File: config.mk
export PLATFORM = sky130hd
export DESIGN_NAME = div_issue_ctrl_flat
export DESIGN_NICKNAME = d
export VERILOG_FILES = /design/src/rtl/div_issue_ctrl_if.sv /design/src/rtl/div_issue_ctrl.sv /design/src/flat_wrapper.sv
export SDC_FILE = /design/constraint.sdc
export NUM_CORES = 1
export LEC_CHECK = 0
export BUFFER_PORTS_ARGS = -buffer_cell sky130_fd_sc_hd__clkbuf_2
export CAP_MARGIN = 10
export CORE_ASPECT_RATIO = 1.4
export CORE_UTILIZATION = 30
export CTS_CLUSTER_DIAMETER = 80
export DETAILED_ROUTE_END_ITERATION = 8
export GPL_ROUTABILITY_DRIVEN = 0
export PLACE_DENSITY = 0.64
export RECOVER_POWER = 50
export SETUP_SLACK_MARGIN = 0.3
export SYNTH_ARGS = -nofsm -noshare
export SYNTH_HDL_FRONTEND = slang
export SYNTH_SLANG_ARGS = --single-unit
File: constraint.sdc
create_clock -name clk -period 4.1 [get_ports clk]
set_input_delay 0.82 -clock clk [delete_from_list [all_inputs] [get_ports clk]]
set_output_delay 0.82 -clock clk [all_outputs]
set_load 0.02 [all_outputs]
File: src/rtl/div_issue_ctrl_if.sv
`timescale 1ns/1ps
`default_nettype none
// ============================================================================
// Module   : div_issue_ctrl_if
// Brief    : Decode, divider and writeback signals of the divide issue block.
// Revision : 1.0 - initial release
// ============================================================================
interface div_issue_ctrl_if;
    logic        in_valid;
    logic        in_ready;
    logic [4:0]  in_op;
    logic [31:0] in_rs1;
    logic [31:0] in_rs2;
    logic [4:0]  in_rd;
    logic        flush;

    logic        div_start;
    logic [4:0]  div_op_sel;
    logic [31:0] div_rs1;
    logic [31:0] div_rs2;
    logic        div_busy;
    logic        div_done;
    logic [31:0] div_result;

    logic        out_valid;
    logic        out_ready;
    logic [4:0]  out_rd;
    logic [31:0] out_data;
    logic        out_err;

    modport master (
        output in_valid, in_op, in_rs1, in_rs2, in_rd, flush,
               div_busy, div_done, div_result, out_ready,
        input  in_ready, div_start, div_op_sel, div_rs1, div_rs2,
               out_valid, out_rd, out_data, out_err
    );

    modport slave (
        input  in_valid, in_op, in_rs1, in_rs2, in_rd, flush,
               div_busy, div_done, div_result, out_ready,
        output in_ready, div_start, div_op_sel, div_rs1, div_rs2,
               out_valid, out_rd, out_data, out_err
    );
endinterface
`default_nettype wire

File: src/rtl/div_issue_ctrl.sv
`timescale 1ns/1ps
`default_nettype none
// ============================================================================
// Module   : div_issue_ctrl
// Brief    : Issues one divide/remainder op to an iterative divider and holds
//            the result (or a timeout/illegal-op error) for writeback.
// Revision : 1.0 - initial release
// ============================================================================
module div_issue_ctrl #(
    parameter int DIV_TIMEOUT = 40
) (
    input  wire logic       clk,
    input  wire logic       rst,
    div_issue_ctrl_if.slave bus
);
    typedef enum logic [2:0] {
        S_IDLE  = 3'd0,
        S_ISSUE = 3'd1,
        S_WAIT  = 3'd2,
        S_HOLD  = 3'd3,
        S_DRAIN = 3'd4
    } state_t;

    localparam logic [5:0] c_TIMEOUT_CNT = 6'(DIV_TIMEOUT);
    localparam logic [5:0] c_CNT_MAX     = 6'h3F;

    state_t      r_state;
    logic        r_div_start;
    logic [4:0]  r_op;
    logic [31:0] r_rs1;
    logic [31:0] r_rs2;
    logic        r_out_valid;
    logic [4:0]  r_out_rd;
    logic [31:0] r_out_data;
    logic        r_out_err;
    logic [5:0]  r_cnt;

    logic        w_in_ready;
    logic        w_accept;
    logic        w_op_ok;
    logic [5:0]  w_cnt_inc;
    logic        w_timeout;
    logic        w_unused;

    assign w_in_ready = (r_state == S_IDLE) && !bus.flush;
    assign w_accept   = bus.in_valid && w_in_ready;
    // DIV/DIVU/REM/REMU are exactly the 101xx opcodes
    assign w_op_ok    = (bus.in_op[4:2] == 3'b101);
    assign w_cnt_inc  = (r_cnt == c_CNT_MAX) ? r_cnt : r_cnt + 6'd1;
    assign w_timeout  = (w_cnt_inc >= c_TIMEOUT_CNT);
    assign w_unused   = bus.div_busy;

    always_ff @(posedge clk or posedge rst) begin
        if (rst) begin
            r_state     <= S_IDLE;
            r_div_start <= 1'b0;
            r_op        <= 5'd0;
            r_rs1       <= 32'd0;
            r_rs2       <= 32'd0;
            r_out_valid <= 1'b0;
            r_out_rd    <= 5'd0;
            r_out_data  <= 32'd0;
            r_out_err   <= 1'b0;
            r_cnt       <= 6'd0;
        end else begin
            r_div_start <= 1'b0;
            case (r_state)
                S_IDLE: begin
                    if (w_accept) begin
                        r_op     <= bus.in_op;
                        r_rs1    <= bus.in_rs1;
                        r_rs2    <= bus.in_rs2;
                        r_out_rd <= bus.in_rd;
                        if (w_op_ok) begin
                            r_state     <= S_ISSUE;
                            r_div_start <= 1'b1;
                        end else begin
                            r_state     <= S_HOLD;
                            r_out_valid <= 1'b1;
                            r_out_data  <= 32'd0;
                            r_out_err   <= 1'b1;
                        end
                    end
                end
                // The start pulse is already out; a flush here must still
                // wait for the divider to finish.
                S_ISSUE: begin
                    r_cnt   <= 6'd0;
                    r_state <= bus.flush ? S_DRAIN : S_WAIT;
                end
                S_WAIT: begin
                    r_cnt <= w_cnt_inc;
                    if (bus.div_done || w_timeout) begin
                        if (bus.flush) begin
                            r_state <= S_IDLE;
                        end else begin
                            r_state     <= S_HOLD;
                            r_out_valid <= 1'b1;
                            r_out_data  <= bus.div_done ? bus.div_result : 32'd0;
                            r_out_err   <= !bus.div_done;
                        end
                    end else if (bus.flush) begin
                        r_state <= S_DRAIN;
                    end
                end
                S_HOLD: begin
                    if (bus.out_ready || bus.flush) begin
                        r_state     <= S_IDLE;
                        r_out_valid <= 1'b0;
                    end
                end
                S_DRAIN: begin
                    r_cnt <= w_cnt_inc;
                    if (bus.div_done || w_timeout) begin
                        r_state <= S_IDLE;
                    end
                end
                default: begin
                    r_state <= S_IDLE;
                end
            endcase
        end
    end

    assign bus.in_ready   = w_in_ready;
    assign bus.div_start  = r_div_start;
    assign bus.div_op_sel = r_op;
    assign bus.div_rs1    = r_rs1;
    assign bus.div_rs2    = r_rs2;
    assign bus.out_valid  = r_out_valid;
    assign bus.out_rd     = r_out_rd;
    assign bus.out_data   = r_out_data;
    assign bus.out_err    = r_out_err;

endmodule
`default_nettype wire

File: src/flat_wrapper.sv
// flat-port wrapper written by rule: the top's interface ports become plain ports
module div_issue_ctrl_flat 
#(
    parameter int DIV_TIMEOUT = 40
)
  (clk, rst, bus_in_valid, bus_in_op, bus_in_rs1, bus_in_rs2, bus_in_rd, bus_flush, bus_div_busy, bus_div_done, bus_div_result, bus_out_ready, bus_in_ready, bus_div_start, bus_div_op_sel, bus_div_rs1, bus_div_rs2, bus_out_valid, bus_out_rd, bus_out_data, bus_out_err);
  div_issue_ctrl_if bus_i ();
  input  wire logic clk;
  input  wire logic rst;
  input wire logic [$bits(bus_i.in_valid)-1:0] bus_in_valid;
  input wire logic [$bits(bus_i.in_op)-1:0] bus_in_op;
  input wire logic [$bits(bus_i.in_rs1)-1:0] bus_in_rs1;
  input wire logic [$bits(bus_i.in_rs2)-1:0] bus_in_rs2;
  input wire logic [$bits(bus_i.in_rd)-1:0] bus_in_rd;
  input wire logic [$bits(bus_i.flush)-1:0] bus_flush;
  input wire logic [$bits(bus_i.div_busy)-1:0] bus_div_busy;
  input wire logic [$bits(bus_i.div_done)-1:0] bus_div_done;
  input wire logic [$bits(bus_i.div_result)-1:0] bus_div_result;
  input wire logic [$bits(bus_i.out_ready)-1:0] bus_out_ready;
  output wire logic [$bits(bus_i.in_ready)-1:0] bus_in_ready;
  output wire logic [$bits(bus_i.div_start)-1:0] bus_div_start;
  output wire logic [$bits(bus_i.div_op_sel)-1:0] bus_div_op_sel;
  output wire logic [$bits(bus_i.div_rs1)-1:0] bus_div_rs1;
  output wire logic [$bits(bus_i.div_rs2)-1:0] bus_div_rs2;
  output wire logic [$bits(bus_i.out_valid)-1:0] bus_out_valid;
  output wire logic [$bits(bus_i.out_rd)-1:0] bus_out_rd;
  output wire logic [$bits(bus_i.out_data)-1:0] bus_out_data;
  output wire logic [$bits(bus_i.out_err)-1:0] bus_out_err;
  assign bus_i.in_valid = bus_in_valid;
  assign bus_i.in_op = bus_in_op;
  assign bus_i.in_rs1 = bus_in_rs1;
  assign bus_i.in_rs2 = bus_in_rs2;
  assign bus_i.in_rd = bus_in_rd;
  assign bus_i.flush = bus_flush;
  assign bus_i.div_busy = bus_div_busy;
  assign bus_i.div_done = bus_div_done;
  assign bus_i.div_result = bus_div_result;
  assign bus_i.out_ready = bus_out_ready;
  assign bus_in_ready = bus_i.in_ready;
  assign bus_div_start = bus_i.div_start;
  assign bus_div_op_sel = bus_i.div_op_sel;
  assign bus_div_rs1 = bus_i.div_rs1;
  assign bus_div_rs2 = bus_i.div_rs2;
  assign bus_out_valid = bus_i.out_valid;
  assign bus_out_rd = bus_i.out_rd;
  assign bus_out_data = bus_i.out_data;
  assign bus_out_err = bus_i.out_err;
  div_issue_ctrl #(.DIV_TIMEOUT(DIV_TIMEOUT)) u_core (.clk(clk), .rst(rst), .bus(bus_i));
endmodule
# --- Word-level counts from Yosys, hierarchy flattened ---
# Index checks and enable logic that the tools add are counted.
# Widths: inputs -> output; s select.
totals:
  memories: 0
  out_inout_bits: 110
  rom_bits: 0
  reg_bits: 118
  ramBits: 0
  wordCells: 69
  latch_bits: 0
classes:
  reduce_logical: 15
  bitwise_logic: 0
  addsub: 1
  n_mux: 29
  mul: 0
  div_mod_pow: 0
  n_lt_le_gt_ge: 1
  shifts: 0
  n_eq_ne: 13
ops:
  columns: ["op", "n"]
  rows:
  - ["$mux 32", 5]
  - ["$pmux 32 s2", 1]
  - ["$mux 3", 6]
  - ["$pmux 3 s5", 1]
  - ["$pmux 6 s2", 1]
  - ["$mux 1", 10]
  - ["$ne 2x1->1 const B", 4]
  - ["$add 6x1->6 const B", 1]
  - ["$eq 3x2->1 const B", 2]
  - ["$eq 3x3->1 const B", 2]
  - ["$eq 6x6->1 const B", 1]
  - ["$ge 6x6->1 const B", 1]
  - ["$mux 6", 1]
  - ["$reduce_and 6->1", 1]
  - ["$reduce_and 5->1", 1]
  - ["$mux 2", 2]
  - ["$ne 2x2->1 const B", 2]
  - ["$reduce_and 4->1", 1]
  - ["$reduce_bool 2->1", 2]
  - ["$eq 3x1->1 const B", 1]
  - ["$logic_not 3->1", 1]
  - ["$ne 3x2->1 const B", 1]
  - ["$pmux 1 s3", 1]
  - ["$reduce_bool 3->1", 1]
  - ["6 further kinds", 9]

# --- Logic depth before layout (Yosys ltp) ---
logic_depth:
  word_depth: 6
  ltp_mapped: 7
  depth_no_buf: 5

# --- Worst setup path after synthesis ---
# OpenSTA, ideal clock, no wires.
synth_path:
  path_kind: "input to register"
  startpoint: "input bus_flush"
  endpoint: "register u_core.r_op[3], in the netlist u_core.bus.div_op_sel[3]"
  cell_stages: 5
  n_path_buf: 2
  setup_time_ns: 0.125
  arrival_time_ns: 1.951
  setup_slack_ns: 2.024
  required_time_ns: 3.975
  path_cell_list: "nor4_4 > nand2_1 > buf_6 > buf_6 > mux2_4"
synth_via:
  elab_chain_cells: 4
synth_lines:
  columns: ["element", "line_no", "rtl"]
  rows:
  - ["from (decl)", "flat_wrapper.sv:15", "input wire logic [$bits(bus_i.flush)-1:0] bus_flush;"]
  - ["$logic_not 1->1", "div_issue_ctrl.sv:45", "assign w_in_ready = (r_state == S_IDLE) && !bus.flush;"]
  - ["$logic_and 1x1->1", "div_issue_ctrl.sv:45", null]
  - ["$logic_and 1x1->1", "div_issue_ctrl.sv:46", "assign w_accept = bus.in_valid && w_in_ready;"]
  - ["$reduce_and 2->1 (no line)", null, null]
  - ["to (signal assigned)", "div_issue_ctrl.sv:70", "r_op <= bus.in_op;"]
  - ["to (decl)", "div_issue_ctrl.sv:29", "logic [4:0] r_op;"]
# No other way between the ends.
# A chain may end at the register's enable or synchronous reset.

==> results.sh <==
export IMPL_synthTopCellsByCount="dfrtp_1, nand2_1, mux2_4"
export IMPL_first_pass_iters=4
export IMPL_start_util_pct=30.63
export IMPL_synth_ff_type="dfrtp_1"
export IMPL_cp_end_kind="async pin"
export IMPL_maxSlewViolCount=34
export IMPL_ys_seq_area_share_pct=57.56
export IMPL_cts_made_buffers=17
export IMPL_overflow=0
export IMPL_coreArea_um2=16750
export IMPL_fmaxAchievable_mhz=364.4
export IMPL_synth_cells=398
export IMPL_drv_cap=1
export IMPL_status="finished, violations left"
export IMPL_yosysWarnings=0
export IMPL_drtAntennaViolNets=0
export IMPL_instances_no_fill=835
export IMPL_cp_slowest_cell="clkbuf_1"
export IMPL_synth_edf_count=0
export IMPL_fp_dieW_um=112.5
export IMPL_synth_area_leaders="dfrtp_1, mux2_4, mux2_2"
export IMPL_num_rows=56
export IMPL_h_tree_depth=4
export IMPL_timing_final_crit_period_ns=2.744
export IMPL_vias=3960
export IMPL_grt_pass1_wl_um=20870
export IMPL_drtIter0Drc=230
export IMPL_cp_required_ns=4.35
export IMPL_power_leakage_nw=3.413
export IMPL_wire_per_inst_um=15.92
export IMPL_place_inst=803
export IMPL_cts_root_buf="clkbuf_16"
export IMPL_layout_drive_gt1_share_pct=46.04
export IMPL_yosys_area_top_type="dfrtp_1"
export IMPL_synth_area_per_cell_um2=12.89
export IMPL_worst_pin_slew_ns=1.592
export IMPL_cpLargestDelayFamily="buffers and inverters"
export IMPL_crit_buf_inv=3
export IMPL_portBuffers=221
export IMPL_clkTransAtPathRegs_ns=0.06
export IMPL_ys_seq_elements=118
export IMPL_finalSetupViolations=0
export IMPL_drc=0
export IMPL_clock_skew_ns=0.008951
export IMPL_critPathLaunchType="primary input"
export IMPL_total_power_w=0.006109
export IMPL_cts_tree="done"
export IMPL_hold_viol=0
export IMPL_cts_buffer_depth=2
export IMPL_synth_cell_types=45
export IMPL_dp_hpwl_um=9426
export IMPL_syn_nets=512
export IMPL_viasPerCell=4.743
export IMPL_clock_sinks=118
export IMPL_cp_cell_sequence="clkbuf_2, clkinvlp_2, clkbuf_1"
export IMPL_rsz0062_at_grt="no"
export IMPL_antenna_found_initial=0
export IMPL_arrival_ns=3.00
export IMPL_critical_path_class="in -> async"
export IMPL_clkLatencyLatePin_ns=0.41
export IMPL_ir_drop_v=0.0003455
export IMPL_routed_wl_um=13300
export IMPL_syn_area_um2=5130
export IMPL_worst_slack_ns=1.356
export IMPL_max_slew_margin_rel_pct=-6.701
export IMPL_io_pins=223
export IMPL_hold_path_class="reg -> reg"
export IMPL_grtUsageTotal_pct=15.51
export IMPL_antennaDiodeCount=0
export IMPL_grt_start_max_net_pins=61
export IMPL_die_area_um2=17630
export IMPL_final_nets=733
export IMPL_die_y_um=156.7
export IMPL_cts_hold_buf=0
export IMPL_post_cts_setup_buffer_count=0
export IMPL_syn_to_final_growth_pct=36.10
export IMPL_yosysMostFrequentCell="dfrtp_1"
export IMPL_final_setup_tns_ns=0
export IMPL_grt_pass1_vias=3994
export IMPL_slowest_delay_ns=1.15
export IMPL_hold_ws_ns=0.5007
export IMPL_async_reset_ff_share_pct=100.0
export IMPL_cts_resized=0
export IMPL_finalCritPeriodShare_pct=66.93
export IMPL_violations="capacitance limit, slew limit"
export IMPL_powerDensity_nw_per_um2=875.0
export IMPL_critPathMaxFanout=34
export IMPL_place_ws_ns=1.550
export IMPL_yosys_area_top_type_share_pct=57.56
[cells in the final DEF (no fill, tap or decap), types with 2 or more instances in the layout]
| master | count |
|---|---|
| a22oi_1 | 32 |
| o21ai_1 | 4 |
| nand2_1 | 46 |
| mux2_4 | 38 |
| clkbuf_16 | 17 |
| a221oi_1 | 3 |
| nand2b_1 | 2 |
| mux2_2 | 37 |
| a21o_1 | 2 |
| a31oi_1 | 2 |
| inv_1 | 5 |
| nand3_1 | 5 |
| bufinv_16 | 4 |
| o31ai_1 | 3 |
| a311oi_1 | 2 |
| dfrtp_1 | 118 |
| o21ai_0 | 32 |
| buf_4 | 5 |
| a21oi_1 | 4 |
| clkbuf_8 | 2 |
| inv_6 | 5 |
| nor2_1 | 10 |
| and3_1 | 4 |
| clkbuf_1 | 50 |
| clkinvlp_4 | 2 |
| clkbuf_2 | 173 |
[stage by stage]
| stage | area [µm²] | utilization (%) |
|---|---|---|
| finish | 6982 | 41.69 |
| global route | 6982 | 41.69 |
| CTS | 7053 | 42.12 |
| detailed placement | 6409 | 38.27 |
| global placement | 6409 | 38.27 |
| floorplan | 5134 | - |
[cell type report]
class,count,area [µm²]
clock buffer,20,456.7
clock inverter,12,187.7
fill,1669,9764
inverter,6,23.77
multi-input combinational,248,1999
sequential,118,2953
tap,203,254.0
timing repair buffer,228,1107
[cells by family after synthesis]
kind of cell	count (synthesis)	share of synthesized area [%]
buf+inv	32	3.634
xor+xnor	2	0.3415
simple gates	76	6.829
mux	76	19.44
flops	118	57.56
compound gates	93	11.95
fa+ha+maj	1	0.2439
[worst paths after layout]
path | startpoint | to | slack (ns) | depth (start not counted)
max | rst | u_core.bus.out_data[26] | 1.36 | 3
min | u_core.bus.div_rs2[0] | u_core.bus.div_rs2[0] | 0.50 | 1
max reg2reg | u_core.r_state[0] | u_core.bus.div_rs2[24] | 1.70 | 4
min reg2reg | u_core.bus.div_rs2[0] | u_core.bus.div_rs2[0] | 0.50 | 1
max in group clk | u_core.r_state[0] | bus_in_ready | 1.54 | 2
min in group asynchronous | rst | u_core.bus.div_rs1[10] | 0.76 | 2
[metal layers]
layer,global-route usage [%],part of all wire [%],vias up
met5,0,0,-
met2,26.74,52,116
li1,-,-,1876
met3,3.679,4.3,17
met1,18.28,41,1951
met4,7.048,2.0,0
[report_power, final]
| part | switching [W] | total (W) | internal [W] |
|---|---|---|---|
| Sequential | 0.000378 | 0.00208 | 0.00170 |
| Clock | 0.000562 | 0.00162 | 0.00106 |
| Combinational | 0.00143 | 0.00241 | 0.000978 |
| Total | 0.00237 | 0.00611 | 0.00374 |
[worst reg2reg max path: cells and delay by family, from the launching register on]
| family | cells | cell delay [ns] |
|---|---|---|
| buffers and inverters | 1 | 0.48 |
| DFF | 1 | 0.85 |
| muxes | 1 | 0.39 |
| and+or+nand+nor | 2 | 0.57 |
[registers in the layout, indices dropped and copies added, names as in the netlist]
signal	flops
u_core.bus.div_start	1
u_core.bus.out_valid	1
u_core.r_state	3
u_core.bus.out_err	1
u_core.bus.out_data	32
u_core.bus.out_rd	5
u_core.bus.div_rs2	32
u_core.r_cnt	6
u_core.bus.div_op_sel	5
u_core.bus.div_rs1	32
Power figures use the tool's default switching activity.
